<file path="src/rtl/ascii_display_scanner_if.sv">
`default_nettype none
// ============================================================================
// Module   : ascii_display_scanner_if
// Brief    : Character-load stream (valid/ready/data) plus buffer clear.
// Revision : 1.0 - initial release
// ============================================================================
interface ascii_display_scanner_if;
    logic       char_valid;
    logic [7:0] char_data;
    logic       char_ready;
    logic       clear;

    modport master (output char_valid, output char_data, output clear, input  char_ready);
    modport slave  (input  char_valid, input  char_data, input  clear, output char_ready);
endinterface
`default_nettype wire

</file>
<file path="src/rtl/ascii_display_scanner.sv">
`default_nettype none
// ============================================================================
// Module   : ascii_display_scanner
// Brief    : Character buffer + time-multiplexed scan for a shared ASCII->7seg
//            decoder. Define ASCII_SCAN_HEX_EN to also keep hex letters A-F/a-f.
// Revision : 1.0 - initial release
// ============================================================================
module ascii_display_scanner #(
    parameter int         NUM_DIGITS  = 4,
    parameter int         REFRESH_DIV = 1000,
    parameter logic [7:0] BLANK_CODE  = 8'h20
) (
    input  wire logic                          clk,
    input  wire logic                          rst_n,
    ascii_display_scanner_if.slave             char_if,
    output logic [7:0]                         ascii_code,
    output logic [NUM_DIGITS-1:0]              digit_en,
    output logic [$clog2(NUM_DIGITS)-1:0]      scan_idx
);

    localparam int IDX_W = $clog2(NUM_DIGITS);
    localparam int CNT_W = (REFRESH_DIV > 1) ? $clog2(REFRESH_DIV) : 1;
    localparam logic [CNT_W-1:0] CNT_MAX  = CNT_W'(REFRESH_DIV - 1);
    localparam logic [IDX_W-1:0] IDX_LAST = IDX_W'(NUM_DIGITS - 1);

    typedef enum logic [0:0] {
        S_GUARD = 1'b0,
        S_ON    = 1'b1
    } state_t;

    state_t                  state_q;
    logic [CNT_W-1:0]        cnt_q;
    logic [IDX_W-1:0]        scan_idx_q;
    logic [NUM_DIGITS-1:0]   digit_en_q;
    logic [7:0]              ascii_code_q;
    logic [7:0]              char_buf_q [NUM_DIGITS];
    logic [7:0]              char_buf_d [NUM_DIGITS];
    logic                    run_q;
    logic                    run_d;
    logic                    char_ready;
    logic [IDX_W-1:0]        next_idx;
    logic [NUM_DIGITS-1:0]   next_en;

    function automatic logic [7:0] filter_char(input logic [7:0] c);
        logic [7:0] r;
        r = BLANK_CODE;
        if (c >= 8'h30 && c <= 8'h39) begin
            r = c;
        end
`ifdef ASCII_SCAN_HEX_EN
        else if (c >= 8'h41 && c <= 8'h46) begin
            r = c;
        end
        else if (c >= 8'h61 && c <= 8'h66) begin
            r = c - 8'h20;
        end
`endif
        return r;
    endfunction

    // run_q marks the first edge after reset release; ready is held low until then.
    assign run_d           = 1'b1;
    assign char_ready      = run_q & ~char_if.clear;
    assign char_if.char_ready = char_ready;

    always_comb begin
        char_buf_d = char_buf_q;
        if (char_if.clear) begin
            for (int k = 0; k < NUM_DIGITS; k++) begin
                char_buf_d[k] = BLANK_CODE;
            end
        end else if (char_if.char_valid && char_ready) begin
            for (int k = NUM_DIGITS - 1; k > 0; k--) begin
                char_buf_d[k] = char_buf_q[k-1];
            end
            char_buf_d[0] = filter_char(char_if.char_data);
        end
    end

    always_ff @(posedge clk or negedge rst_n) begin
        if (!rst_n) begin
            run_q <= 1'b0;
            for (int k = 0; k < NUM_DIGITS; k++) begin
                char_buf_q[k] <= BLANK_CODE;
            end
        end else begin
            run_q      <= run_d;
            char_buf_q <= char_buf_d;
        end
    end

    assign next_idx = (scan_idx_q == IDX_LAST) ? '0 : scan_idx_q + IDX_W'(1);
    assign next_en  = NUM_DIGITS'(1) << next_idx;

    // GUARD loads enable and code of the upcoming digit together, so the first
    // lit cycle never pairs a new enable with a stale character.
    always_ff @(posedge clk or negedge rst_n) begin
        if (!rst_n) begin
            state_q      <= S_GUARD;
            cnt_q        <= '0;
            scan_idx_q   <= IDX_LAST;
            digit_en_q   <= '0;
            ascii_code_q <= BLANK_CODE;
        end else begin
            case (state_q)
                S_GUARD: begin
                    scan_idx_q   <= next_idx;
                    cnt_q        <= '0;
                    digit_en_q   <= next_en;
                    ascii_code_q <= char_buf_q[next_idx];
                    state_q      <= S_ON;
                end
                S_ON: begin
                    ascii_code_q <= char_buf_q[scan_idx_q];
                    if (cnt_q == CNT_MAX) begin
                        digit_en_q <= '0;
                        state_q    <= S_GUARD;
                    end else begin
                        cnt_q <= cnt_q + CNT_W'(1);
                    end
                end
                default: begin
                    digit_en_q <= '0;
                    state_q    <= S_GUARD;
                end
            endcase
        end
    end

    assign ascii_code = ascii_code_q;
    assign digit_en   = digit_en_q;
    assign scan_idx   = scan_idx_q;

endmodule
`default_nettype wire

</file>
<file path="src/flat_wrapper.sv">
// flat-port wrapper written by rule: the top's interface ports become plain ports
module ascii_display_scanner_flat 
#(
    parameter int         NUM_DIGITS  = 4,
    parameter int         REFRESH_DIV = 1000,
    parameter logic [7:0] BLANK_CODE  = 8'h20
)
  (clk, rst_n, ascii_code, digit_en, scan_idx, char_if_char_valid, char_if_char_data, char_if_clear, char_if_char_ready);
  ascii_display_scanner_if char_if_i ();
  input  wire logic clk;
  input  wire logic rst_n;
  output logic [7:0] ascii_code;
  output logic [NUM_DIGITS-1:0] digit_en;
  output logic [$clog2(NUM_DIGITS)-1:0] scan_idx;
  input wire logic [$bits(char_if_i.char_valid)-1:0] char_if_char_valid;
  input wire logic [$bits(char_if_i.char_data)-1:0] char_if_char_data;
  input wire logic [$bits(char_if_i.clear)-1:0] char_if_clear;
  output wire logic [$bits(char_if_i.char_ready)-1:0] char_if_char_ready;
  assign char_if_i.char_valid = char_if_char_valid;
  assign char_if_i.char_data = char_if_char_data;
  assign char_if_i.clear = char_if_clear;
  assign char_if_char_ready = char_if_i.char_ready;
  ascii_display_scanner #(.NUM_DIGITS(NUM_DIGITS), .REFRESH_DIV(REFRESH_DIV), .BLANK_CODE(BLANK_CODE)) u_core (.clk(clk), .rst_n(rst_n), .char_if(char_if_i), .ascii_code(ascii_code), .digit_en(digit_en), .scan_idx(scan_idx));
endmodule
</file>
<file path="config.mk">
export PLATFORM = sky130hd
export DESIGN_NAME = ascii_display_scanner_flat
export DESIGN_NICKNAME = d
export VERILOG_FILES = /design/src/rtl/ascii_display_scanner_if.sv /design/src/rtl/ascii_display_scanner.sv /design/src/flat_wrapper.sv
export SDC_FILE = /design/constraint.sdc
export NUM_CORES = 1
export LEC_CHECK = 0
export ABC_AREA = 1
export CAP_MARGIN = 20
export CELL_PAD_IN_SITES_DETAIL_PLACEMENT = 0
export CELL_PAD_IN_SITES_GLOBAL_PLACEMENT = 2
export CORE_ASPECT_RATIO = 0.5
export CORE_MARGIN = 5
export CORE_UTILIZATION = 30
export DETAILED_ROUTE_END_ITERATION = 6
export HOLD_SLACK_MARGIN = 0.02
export PLACE_DENSITY_LB_ADDON = 0.1
export SYNTH_ARGS = -nofsm -noshare
export SYNTH_HDL_FRONTEND = slang
export SYNTH_SLANG_ARGS = --single-unit
</file>
<file path="constraint.sdc">
create_clock -name clk -period 2.4 [get_ports clk]
set_input_delay 0.36 -clock clk [delete_from_list [all_inputs] [get_ports clk]]
set_output_delay 0.36 -clock clk [all_outputs]
set_load 0.02 [all_outputs]
</file>
* Word level (Yosys, flattened, before mapping)
Index checks and enable logic that the tools add are counted.
Widths: inputs -> output; s select.
** Cells by class
- Bitwise logic cells :: 5
- $mul :: 0
- Divide/modulo/power cells :: 0
- Equal/unequal tests :: 4
- Shifts and indexed selects :: 1
- Multiplexer cells :: 17
- Order comparisons :: 4
- Reductions and logical operators :: 3
- Add/sub/neg operators :: 2
** Operators by type and width (number)
- $mux 32 :: 2
- $mux 8 :: 5
- $bmux 8 s2 :: 2
- $pmux 10 s2 :: 1
- $pmux 8 s2 :: 1
- $add 10x1->10 const B :: 1
- $eq 10x10->1 const B :: 1
- $mux 10 :: 1
- $ge 8x6->1 const B :: 1
- $le 8x6->1 const B :: 1
- $pmux 4 s2 :: 1
- $ge 3x3->1 const B :: 2
- $not 2->3 :: 2
- $mux 4 :: 1
- $ne 2x2->1 const B :: 2
- $shl 1x2->4 const A :: 1
- $add 2x1->2 const B :: 1
- $eq 2x2->1 const B :: 1
- $logic_and 1x1->1 :: 2
- $mux 2 :: 1
- $not 1->1 :: 2
- $pmux 1 s2 :: 1
- $reduce_bool 2->1 :: 1
- $and 1x1->1 :: 1
- $mux 1 :: 1
** Storage, ports and cells
- ROM bits :: 0
- Input bits :: 12
- Memories :: 0
- Flip-flop bits (word level) :: 58
- Memory bits (writable) :: 0
- Bits in latches :: 0

* Logic depth before layout (Yosys ltp)
- Word-level depth :: 7
- Mapped depth :: 10
- Mapped depth without buffers :: 8

* Worst setup path after synthesis
No wires, ideal clock.
- Kind :: register to register
- Start :: register u_core.scan_idx_q[0], in the netlist u_core.scan_idx[0]
- End :: register u_core.ascii_code_q[7], in the netlist u_core.ascii_code[7]
- Arrival :: 1758 ps
- Library setup time :: 117 ps
- Data required time :: 2283 ps
- Buffers on the path :: 3
- Period minus slack after synthesis :: 1875 ps
- Slack :: 525 ps
- Stages on the path, launching flop included :: 11
- Cells stage by stage :: dfstp_2 -> buf_6 -> inv_4 -> buf_6 -> ha_1 -> buf_4 -> clkinv_1 -> nand3_1 -> nand2_1 -> nand2_1 -> nand2_1
** Between the ends
- Word-level cells in the longest chain between the ends :: 7
** RTL lines
- start: declaration :: RTL line ascii_display_scanner.sv:33 : logic [IDX_W-1:0] scan_idx_q;
- start signal: assignment :: RTL line ascii_display_scanner.sv:107 : scan_idx_q <= next_idx;
- $add 2x1->2 / $eq 2x2->1 (equally long branches) :: RTL line ascii_display_scanner.sv:92 : assign next_idx = (scan_idx_q == IDX_LAST) ? '0 : scan_idx_q + IDX_W'(1);
- $mux 2 * :: RTL line ascii_display_scanner.sv:92
- net u_core.next_idx[1] :: RTL line ascii_display_scanner.sv:41 : logic [IDX_W-1:0] next_idx;
- $not 2->3 (not written as such) * :: RTL line ascii_display_scanner.sv:110 : ascii_code_q <= char_buf_q[next_idx];
- $bmux 8 s2 * :: RTL line ascii_display_scanner.sv:110
- $mux 8 (not written as such) * (2 in series) :: RTL line ascii_display_scanner.sv:110
- $pmux 8 s2 * :: RTL line ascii_display_scanner.sv:105 : case (state_q)
- end signal: assignment :: RTL line ascii_display_scanner.sv:110
- end signal: assignment :: RTL line ascii_display_scanner.sv:114 : ascii_code_q <= char_buf_q[scan_idx_q];
- end: declaration :: RTL line ascii_display_scanner.sv:35 : logic [7:0] ascii_code_q;
The timed path passes the listed nets; every way through them passes the cells marked *. The select of a mux whose other input is x is not followed.
A chain may end at the register's enable or synchronous reset.

* Worst setup path after layout
- Start :: register u_core.scan_idx_q[0], in the netlist u_core.scan_idx[0]
- End :: output port scan_idx[0]
** RTL lines
- end: declaration :: RTL line flat_wrapper.sv:14 : output logic [$clog2(NUM_DIGITS)-1:0] scan_idx;
No word-level cell between the ends.

==> flow_summary.ini <==
[clock_network]
insertion_delay_ns = 0.33
path_clk_slew_ns = 0.05
cts_max_path_buffers = 2
cts_resized = 0
postCtsSetupRepairBufs = 0
hold_buffers = 0
cts_tree = yes
root_buffer = clkbuf_16
cts_max_level = 3
cts_made_buffers = 9
clkSinkCount = 58

[min_path]
hold_class = in -> async

[floorplanning]
die_x_um = 151
start_util_pct = 31.2
ios = 27
die_h_um = 80.7
core.rowCount = 25
fp.dieArea_sq_um = 12200
core_sq_um = 9600

[yosys]
async_reset_ff_share_pct = 100
avgSynthCellArea_sq_um = 7.96
synth.area.top_cells = dfrtp_1 (43%), nand2_1 (13%), inv_1 (6.4%)
yosysMostFrequentCell = nand2_1
synthCells = 377
yosysTopAreaCell = dfrtp_1
yosysSeqAreaShare_pct = 48.7
ys_types = 30
synth_edf_count = 0
synth_top_flop_cell = dfrtp_1
synth_warnings = 0
synth_seq_cells = 58
synth_top_area_share_pct = 42.5
syn_area_sq_um = 3000
syn_nets = 395
synthTopCellsByCount = nand2_1 (107), dfrtp_1 (51), inv_1 (51)

[detailed_routing]
routed_wirelength_mm = 8.09
firstDrtPassIters = 5
via_per_inst = 4.59
remaining_drc_errors = 0
drtIter0Drc = 144
ant_nets = 0
avgRoutedWirePerCell_um = 14.8
vias = 2510

[placement]
dpl_cell_area_sq_um = 3400
dpl.hpwl_mm = 5.38
numPortBuffers = 26
gp_congestion = 0.758
preCtsSetupSlack_ns = 0.425

[finish]
multi_input_area_sq_um = 1210
final_nets = 425
drive_above_1_share_pct = 10.7
regArea_sq_um = 1460
fillerInstances = 986
diodes = 0
design_area_sq_um = 3670
area_growth_syn_to_layout_pct = 22.4

[global_routing]
grt_pass1_wl_mm = 13.5
grt_max_degree = 33
grt_remaining_overflow = 0
antenna_found_initial = 0
grtUsageTotal_pct = 14.7
grt_pass1_vias = 2524

[setup_path]
reg2reg_depth = 9
r2r_end = u_core.ascii_code[1]$_DFF_PN0_
cp-start-kind = flip-flop
worstPathArrival_ns = 1.74
r2r_setup_slack_ns = 0.55
cp.required_ns = 2.04
path_max_fanout = 15
crit_type = reg -> out
crit_path_end_kind = primary output
worstReg2RegStart = u_core.scan_idx[0]$_DFFE_PN1N_

[timing]
finalSetupTns_ns = 0
worst_slew_pin_slew_ns = 0.605
hold_violations = 0
slew_violations = 0
setup_slack_ns = 0.297
setup_violations = 0
maxSlewHeadroom_pct = 59.6
clock.fmax_mhz = 476
hold-worst-slack_ns = 0.0230
post-route-min-period_ns = 2.10
rsz0062_at_grt = no
finClkSkew_ns = 0.00648
period_share_pct = 87.6

[power_and_ir_drop]
leakage_nw = 1.81
peakVddDrop_mv = 0.316
power.density_nw_per_um2 = 619
total_power_mw = 2.27

[outcome]
status = completed

[flow_run]
drv_cap = 0
==> through the flow <==
step | utilization (%) | cells
6_report | 38.2 | 547
5_1_grt | 38.2 | 547
4_1_cts | 38.2 | 547
3_5_place_dp | 35.4 | 531
3_3_place_gp | 35.4 | 531
2_1_floorplan | - | 377
==> final cells by class <==
type / count / area share, %
clock inverters: 3 / 0.409
clock buffers: 13 / 7.09
flip-flops and latches: 58 / 39.8
repair buffers: 36 / 9.34
well taps: 135 / 4.60
inverters: 57 / 5.90
multi-input cells: 245 / 32.9
==> worst max-delay path, cell delays in order (launching register included) <==
cell             delay, ns
dfstp_2               0.56
buf_4                 0.22
clkdlybuf4s50_1       0.64
==> metal layers <==
metal  track usage [%]  vias up  routed length (um)
li1                  -     1277                   -
met1              20.3     1154                4110
met2              22.4       72                3460
met3              4.74        7                 462
met4              3.53        0                  57
met5                 0        -                   0
==> flip-flops by register name, indices dropped and copies added, names as in the netlist <==
register / count
u_core.ascii_code: 8
u_core.scan_idx: 2
u_core.digit_en: 4
u_core.char_buf_q: 32
u_core.state_q: 1
u_core.cnt_q: 10
u_core.run_q: 1
==> cell families (layout without fill, tap and decap cells) <==
kind of cell / Yosys count / after routing / synth area share (%)
AOI/OAI and AO/OA: 63 / 63 / 12.1
xor gates and xnor gates: 2 / 2 / 0.584
adders and majority gates: 6 / 6 / 2.50
buffers and inverters: 74 / 109 / 11.1
DFF: 58 / 58 / 48.7
other: 1 / 1 / 0.125
and+or+nand+nor: 173 / 173 / 24.9
==> cell usage in the layout, fill, tap and decap left out, types with 4 or more instances in the layout <==
cell             instances
dfrtp_1                 51
nand2_1                107
clkbuf_16                9
buf_4                    9
clkdlybuf4s50_1         25
o21ai_1                  7
a21oi_1                 11
nand4_1                  6
ha_1                     6
nor2_1                  15
dfstp_2                  7
nor2_2                   4
o21ai_0                 16
inv_1                   51
nand3_1                 35
inv_2                    4
o22ai_1                 21
o211ai_1                 7
==> report_power, final <==
group | total, mW | internal, mW | switching [mW]
sequential | 0.995 | 0.992 | 0.00327
combinational | 0.0945 | 0.0343 | 0.0602
clock | 1.18 | 0.749 | 0.436
==> worst max path at each step <==
stage                     cells after the start                             end  slack [ns]                            from
after floorplan                              10  u_core.ascii_code[7]$_DFF_PN0_        0.52  u_core.scan_idx[0]$_DFFE_PN1N_
after global placement                        3              char_if_char_ready        0.42                   char_if_clear
after detailed placement                      3              char_if_char_ready        0.42                   char_if_clear
after CTS                                     2                     scan_idx[0]        0.27  u_core.scan_idx[0]$_DFFE_PN1N_
after global routing                          2                     scan_idx[0]        0.23  u_core.scan_idx[0]$_DFFE_PN1N_
final                                         2                     scan_idx[0]        0.30  u_core.scan_idx[0]$_DFFE_PN1N_
Note: power is estimated with default switching activity, not from simulation.
